[src/rtl/mem_arbiter.sv]
// Two-port arbiter in front of a single-ported memory: port 0 (fetch) and port 1 (data)
// share one access path; each access takes IDLE -> ACCESS -> ACK and completes with a one-cycle ack.
`timescale 1ns/1ps

module mem_arbiter #(
  parameter int FAIR = 1
) (
  input  logic        i_clk,
  input  logic        i_rst_n,
  input  logic        i_p0_req,
  input  logic [15:0] i_p0_addr,
  input  logic [31:0] i_p0_data,
  input  logic [1:0]  i_p0_size,
  input  logic        i_p0_we,
  input  logic        i_p1_req,
  input  logic [15:0] i_p1_addr,
  input  logic [31:0] i_p1_data,
  input  logic [1:0]  i_p1_size,
  input  logic        i_p1_we,
  output logic        o_p0_ack,
  output logic [31:0] o_p0_data,
  output logic        o_p1_ack,
  output logic [31:0] o_p1_data,
  output logic [15:0] o_m_addr,
  output logic [31:0] o_m_data,
  output logic [1:0]  o_m_size,
  output logic        o_m_we,
  input  logic [31:0] i_m_data,
  output logic [1:0]  o_grant,
  output logic [1:0]  o_state
);

  // Handshake: a requester raises req with addr/data/size/we stable and holds them
  // until its ack pulse; req is only sampled in IDLE, so a req still high after ack is a new request.
  typedef enum logic [1:0] {
    IDLE   = 2'd0,
    ACCESS = 2'd1,
    ACK    = 2'd2
  } state_e;

  state_e      state_q;
  logic        last_p1_q;
  logic [15:0] m_addr_q;
  logic [31:0] m_data_q;
  logic [1:0]  m_size_q;
  logic        m_we_q;
  logic [1:0]  grant_q;
  logic        p0_ack_q;
  logic        p1_ack_q;
  logic [31:0] p0_data_q;
  logic [31:0] p1_data_q;

  logic any_req;
  logic win_p1;

  // Round-robin hands a tie to the port that did not win last time.
  always_comb begin
    any_req = i_p0_req | i_p1_req;
    win_p1  = 1'b0;
    if (FAIR != 0) begin
      win_p1 = i_p1_req & (~i_p0_req | ~last_p1_q);
    end else begin
      win_p1 = i_p1_req & ~i_p0_req;
    end
  end

  always_ff @(posedge i_clk or negedge i_rst_n) begin
    if (!i_rst_n) begin
      state_q   <= IDLE;
      last_p1_q <= 1'b1;
      m_addr_q  <= 16'h0000;
      m_data_q  <= 32'h0000_0000;
      m_size_q  <= 2'b00;
      m_we_q    <= 1'b1;
      grant_q   <= 2'b00;
      p0_ack_q  <= 1'b0;
      p1_ack_q  <= 1'b0;
      p0_data_q <= 32'h0000_0000;
      p1_data_q <= 32'h0000_0000;
    end else begin
      case (state_q)
        IDLE: begin
          if (any_req) begin
            state_q   <= ACCESS;
            last_p1_q <= win_p1;
            m_addr_q  <= win_p1 ? i_p1_addr : i_p0_addr;
            m_data_q  <= win_p1 ? i_p1_data : i_p0_data;
            m_size_q  <= win_p1 ? i_p1_size : i_p0_size;
            m_we_q    <= win_p1 ? i_p1_we : i_p0_we;
            grant_q   <= win_p1 ? 2'b10 : 2'b01;
          end
        end
        ACCESS: begin
          // The memory commits a write on this same edge; reads are captured here.
          state_q  <= ACK;
          m_we_q   <= 1'b1;
          p0_ack_q <= grant_q[0];
          p1_ack_q <= grant_q[1];
          if (m_we_q) begin
            if (grant_q[1]) begin
              p1_data_q <= i_m_data;
            end else begin
              p0_data_q <= i_m_data;
            end
          end
        end
        ACK: begin
          state_q  <= IDLE;
          p0_ack_q <= 1'b0;
          p1_ack_q <= 1'b0;
          grant_q  <= 2'b00;
        end
        default: begin
          state_q  <= IDLE;
          m_we_q   <= 1'b1;
          p0_ack_q <= 1'b0;
          p1_ack_q <= 1'b0;
          grant_q  <= 2'b00;
        end
      endcase
    end
  end

  assign o_p0_ack  = p0_ack_q;
  assign o_p1_ack  = p1_ack_q;
  assign o_p0_data = p0_data_q;
  assign o_p1_data = p1_data_q;
  assign o_m_addr  = m_addr_q;
  assign o_m_data  = m_data_q;
  assign o_m_size  = m_size_q;
  assign o_m_we    = m_we_q;
  assign o_grant   = grant_q;
  assign o_state   = state_q;

endmodule

[config.mk]
export PLATFORM = sky130hd
export DESIGN_NAME = mem_arbiter
export DESIGN_NICKNAME = d
export VERILOG_FILES = /design/src/rtl/mem_arbiter.sv
export SDC_FILE = /design/constraint.sdc
export NUM_CORES = 1
export LEC_CHECK = 0
export ABC_AREA = 1
export BUFFER_PORTS_ARGS = -buffer_cell sky130_fd_sc_hd__buf_2
export CAP_MARGIN = 20
export CORE_UTILIZATION = 50
export CTS_CLUSTER_DIAMETER = 30
export DETAILED_ROUTE_END_ITERATION = 10
export MAX_ROUTING_LAYER = met4
export PLACE_DENSITY = 0.93
export SLEW_MARGIN = 25
export SYNTH_ARGS = -nofsm -noshare
export SYNTH_HDL_FRONTEND = slang
export SYNTH_SLANG_ARGS = --single-unit
[constraint.sdc]
create_clock -name i_clk -period 2.7 [get_ports i_clk]
set_input_delay 0.54 -clock i_clk [delete_from_list [all_inputs] [get_ports i_clk]]
set_output_delay 0.54 -clock i_clk [all_outputs]
set_load 0.01 [all_outputs]
==> results list <==
* Clock insertion delay at the later pin of the skew report: 0.51 ns
* Area of the mapped netlist: 5445 um^2
- The top cell types in the final layout, fill and taps aside, are sky130_fd_sc_hd__buf_2 (257), sky130_fd_sc_hd__nand2_1 (124), sky130_fd_sc_hd__dfrtp_1 (120), sky130_fd_sc_hd__nand3_1 (103), sky130_fd_sc_hd__nand4_1 (50).
- Of the total power, the clock network draws 24.9%.
- Share of synthesized area occupied by flip-flops and latches: 56.11%
* Die X: 106.4 um
- Crit share post-route: 71.29%
* Antenna violations before repair: 0
- Areal power density over the cells: between 1000 and 1500 nW/um^2
- Type of element capturing the critical path: register
* CP bufs+invs: 0
- The first global-routing pass estimated 23880 um of wire.
* HPWL Detailed: 10150 um
- Die Area: approximately 11000 um^2
- Of all nets on the critical path, the largest fanout is 64.
* Cells after synthesis: 556
- Subtracting the final worst setup slack from the clock period gives 1.925 ns.
* Weighted congestion reported at the end of routability-driven placement: ~0.92
* Overall routing resource usage: 28.17%
- The worst pin sits at a relative slew slack of 43.66%.
* Most common cell after layout, fill and taps aside: sky130_fd_sc_hd__buf_2
- The max-slew violation total from the final report is 0.
* Leakage Power: approximately 4 nW
- The final layout contains routed wiring with a total length of about 15000 um.
- Post-CTS timing repair inserted 0 buffers for setup.
* Initial core utilization: a little over half
- Summing all flip-flop and latch instances after layout gives between 3000 and 4000 um^2.
* Maximum number of pins on one net before global-route repair: 123
- Data on the critical path arrives at its endpoint at 2.28 ns.
- Vertical die dimension: 106.4 um
- The clock tree synthesis step divided the H-tree into 4 levels.
- The count of buffers added on input and output ports is between 200 and 300.
- Summed over all failing endpoints, the final setup total negative slack is 0 ns.
- Clock tree skew after final layout: 0.006952 ns
- The filler cells instantiated in the layout total 799.
* Worst Path Required: 3.06 ns
- The routed layout has 5094 vias.
* Number of core rows: 37
* Maximum root-to-sink buffer count: 2
* Final cell count without fillers: 947
* GRT overflow: 0
- Switching share of power: roughly two fifths
- Gates resized during post-CTS repair numbered 0.
* Finish-stage setup viols: 0
- R2R cell count: 4
* TritonCTS clock tree: built
- Series of cell instances along the critical path: nor2_4, nand3_4, nand2_1, o21ai_2
- Cells with a size suffix above 1 make up about 44% of the layout.
- Proportion of power drawn by combinational gates: 40.2%
- DR vias/cell: about 5.4
- The tightest hold path in the finished design has a slack of between 0.1 and 0.15 ns.
* Number of nets produced by synthesis: 694
* Antenna Diode Count: 0
* Clock transition at the register clock pins on the worst setup and hold paths after CTS: 0.06 ns
* Worst path depth: 4
- The detail route stage leaves a number of antenna-violating nets equal to 0.
* Number of nets in the finished design: about 940
* Post-Place Cells: 915
- For this run, the top clock speed supported by timing is between 500 and 600 MHz.
- Area post-placement: 6679 um^2
- Clock tree synthesis found a total of around 120 sinks.
* Number of distinct library cells after synthesis: 23
* Worst vdd ir: ~670 uV
- Hold Vio Cnt, Final: 0
* Startpoint class of the critical path: register
- Area of the multi-input gates: 1936 um^2
- The slowest stage of the critical path is the sky130_fd_sc_hd__nand3_4 cell.
- During I/O placement, the number of pins put on the boundary was 259.
* Number of max-cap violations: 0
* Average routed wire per standard cell: 15.77 um
- Mean instance size in the synthesized netlist: 9.794 um^2
* Status: complete, no violations
- CTS root buffer: sky130_fd_sc_hd__clkbuf_8
- Setup repair after global routing left no endpoint under its margin.
- Layout-stage area growth over the synthesis result: 34.10%
- Internal power comes to about 0.0058 W.
- The region available for standard cell placement spans 10460 um^2.
* FF+latch count, synth: 122
- Buffers inserted to repair hold after CTS numbered 0.
- At the pin with the least slew margin, the transition time is approximately 0.85 ns.
- Final std cell area, no fill: 7302 um^2
* Power Total: approximately 0.0095 W
- The critical path in this run is classified as reg2reg.
- Reg power frac: 34.9%
- CP max stage delay: 0.62 ns
* Number of iterations in the first detailed-routing pass: 8
- In this run, CTS created clock tree buffers numbering 17.
- Final routed DRC violation total: 0
- Total number of yosys warnings: 0
- Kind of cell adding the most delay to the critical path: simple AND/OR/NAND/NOR gates
- Classification of the worst-slack hold path: in2async
- The via count of the first global-routing pass is 4848.
* Violation count after the first detailed-route iteration: 401
- Reported net switching power: 0.003686 W
metal layers:
layer	vias to the layer above	global-route usage [%]	wire (um)
met1	2431	33.97	6019
li1	2380	-	-
met4	0	12.10	419
met3	38	6.744	960
met5	-	-	0
met2	245	45.27	7530
worst paths after layout:
kind | start | endpoint | slack [ns]
worst max-delay path | o_state[1] | o_p1_data[9] | 0.78
worst min-delay path | i_rst_n | o_m_data[31] | 0.10
worst max register to register | o_state[1] | o_p1_data[9] | 0.78
worst min register to register | last_p1_q | last_p1_q | 0.47
max in group asynchronous | i_rst_n | o_m_data[9] | 2.06
min in group i_clk | i_p0_addr[0] | o_m_addr[0] | 0.26
worst reg2reg max path, delay by kind of cell, from the launching register on:
kind             cells  cell delay, ns
AO/OA/AOI/OAI        1            0.09
flip-flops           1            0.47
AND/OR/NAND/NOR      3            1.23
final cells by class:
class	instances	share of cell area, %
sequential	122	41.84
multi-input combinational	355	26.51
timing repair buffer	267	18.99
clock buffer	18	5.860
clock inverter	14	2.673
tap	136	2.330
inverter	35	1.799
metrics by stage:
step	setup WS (ns)	utilization, %
floorplan	1.403	-
global placement	0.8358	63.84
detailed placement	0.8103	63.84
CTS	0.7738	69.79
global route	0.5971	69.79
finish	0.7752	69.79
cells by family after synthesis:
group | synth area share (%)
and+or+nand+nor | 25.53
DFF | 56.11
buffers and inverters | 8.525
AOI/OAI and AO/OA | 9.834
registers in the layout, summed over array words and instances, names as in the netlist:
register,flops
o_p0_ack,1
o_m_size,2
o_p1_ack,1
o_state,2
o_m_we,1
o_p0_data,32
o_m_data,32
last_p1_q,1
o_m_addr,16
o_grant,2
o_p1_data,32
cells in the mapped netlist (all sizes together):
library cell  instances  area (um^2)
nand3               104        533.0
a22o                  2        17.52
o21ai                65        505.5
dfstp                 2        52.55
a21oi                 1        5.000
nand3b                1        20.02
nor2                  4        37.53
dfrtp               120         3003
o211ai                1        7.510
inv                  35        131.4
buf                  35        299.0
clkbuf                9        33.78
nand2               127        486.7
nand4                50        312.8
power groups by stage:
stage                     Clock [W]  Sequential [W]  Combinational (W)
final                       0.00235         0.00330            0.00380
after global routing        0.00248         0.00340            0.00419
after CTS                   0.00240         0.00329            0.00383
after detailed placement          0         0.00329            0.00380
after global placement            0         0.00327            0.00367
after floorplan                   0         0.00370            0.00204
Note: power is estimated with default switching activity, not from simulation.
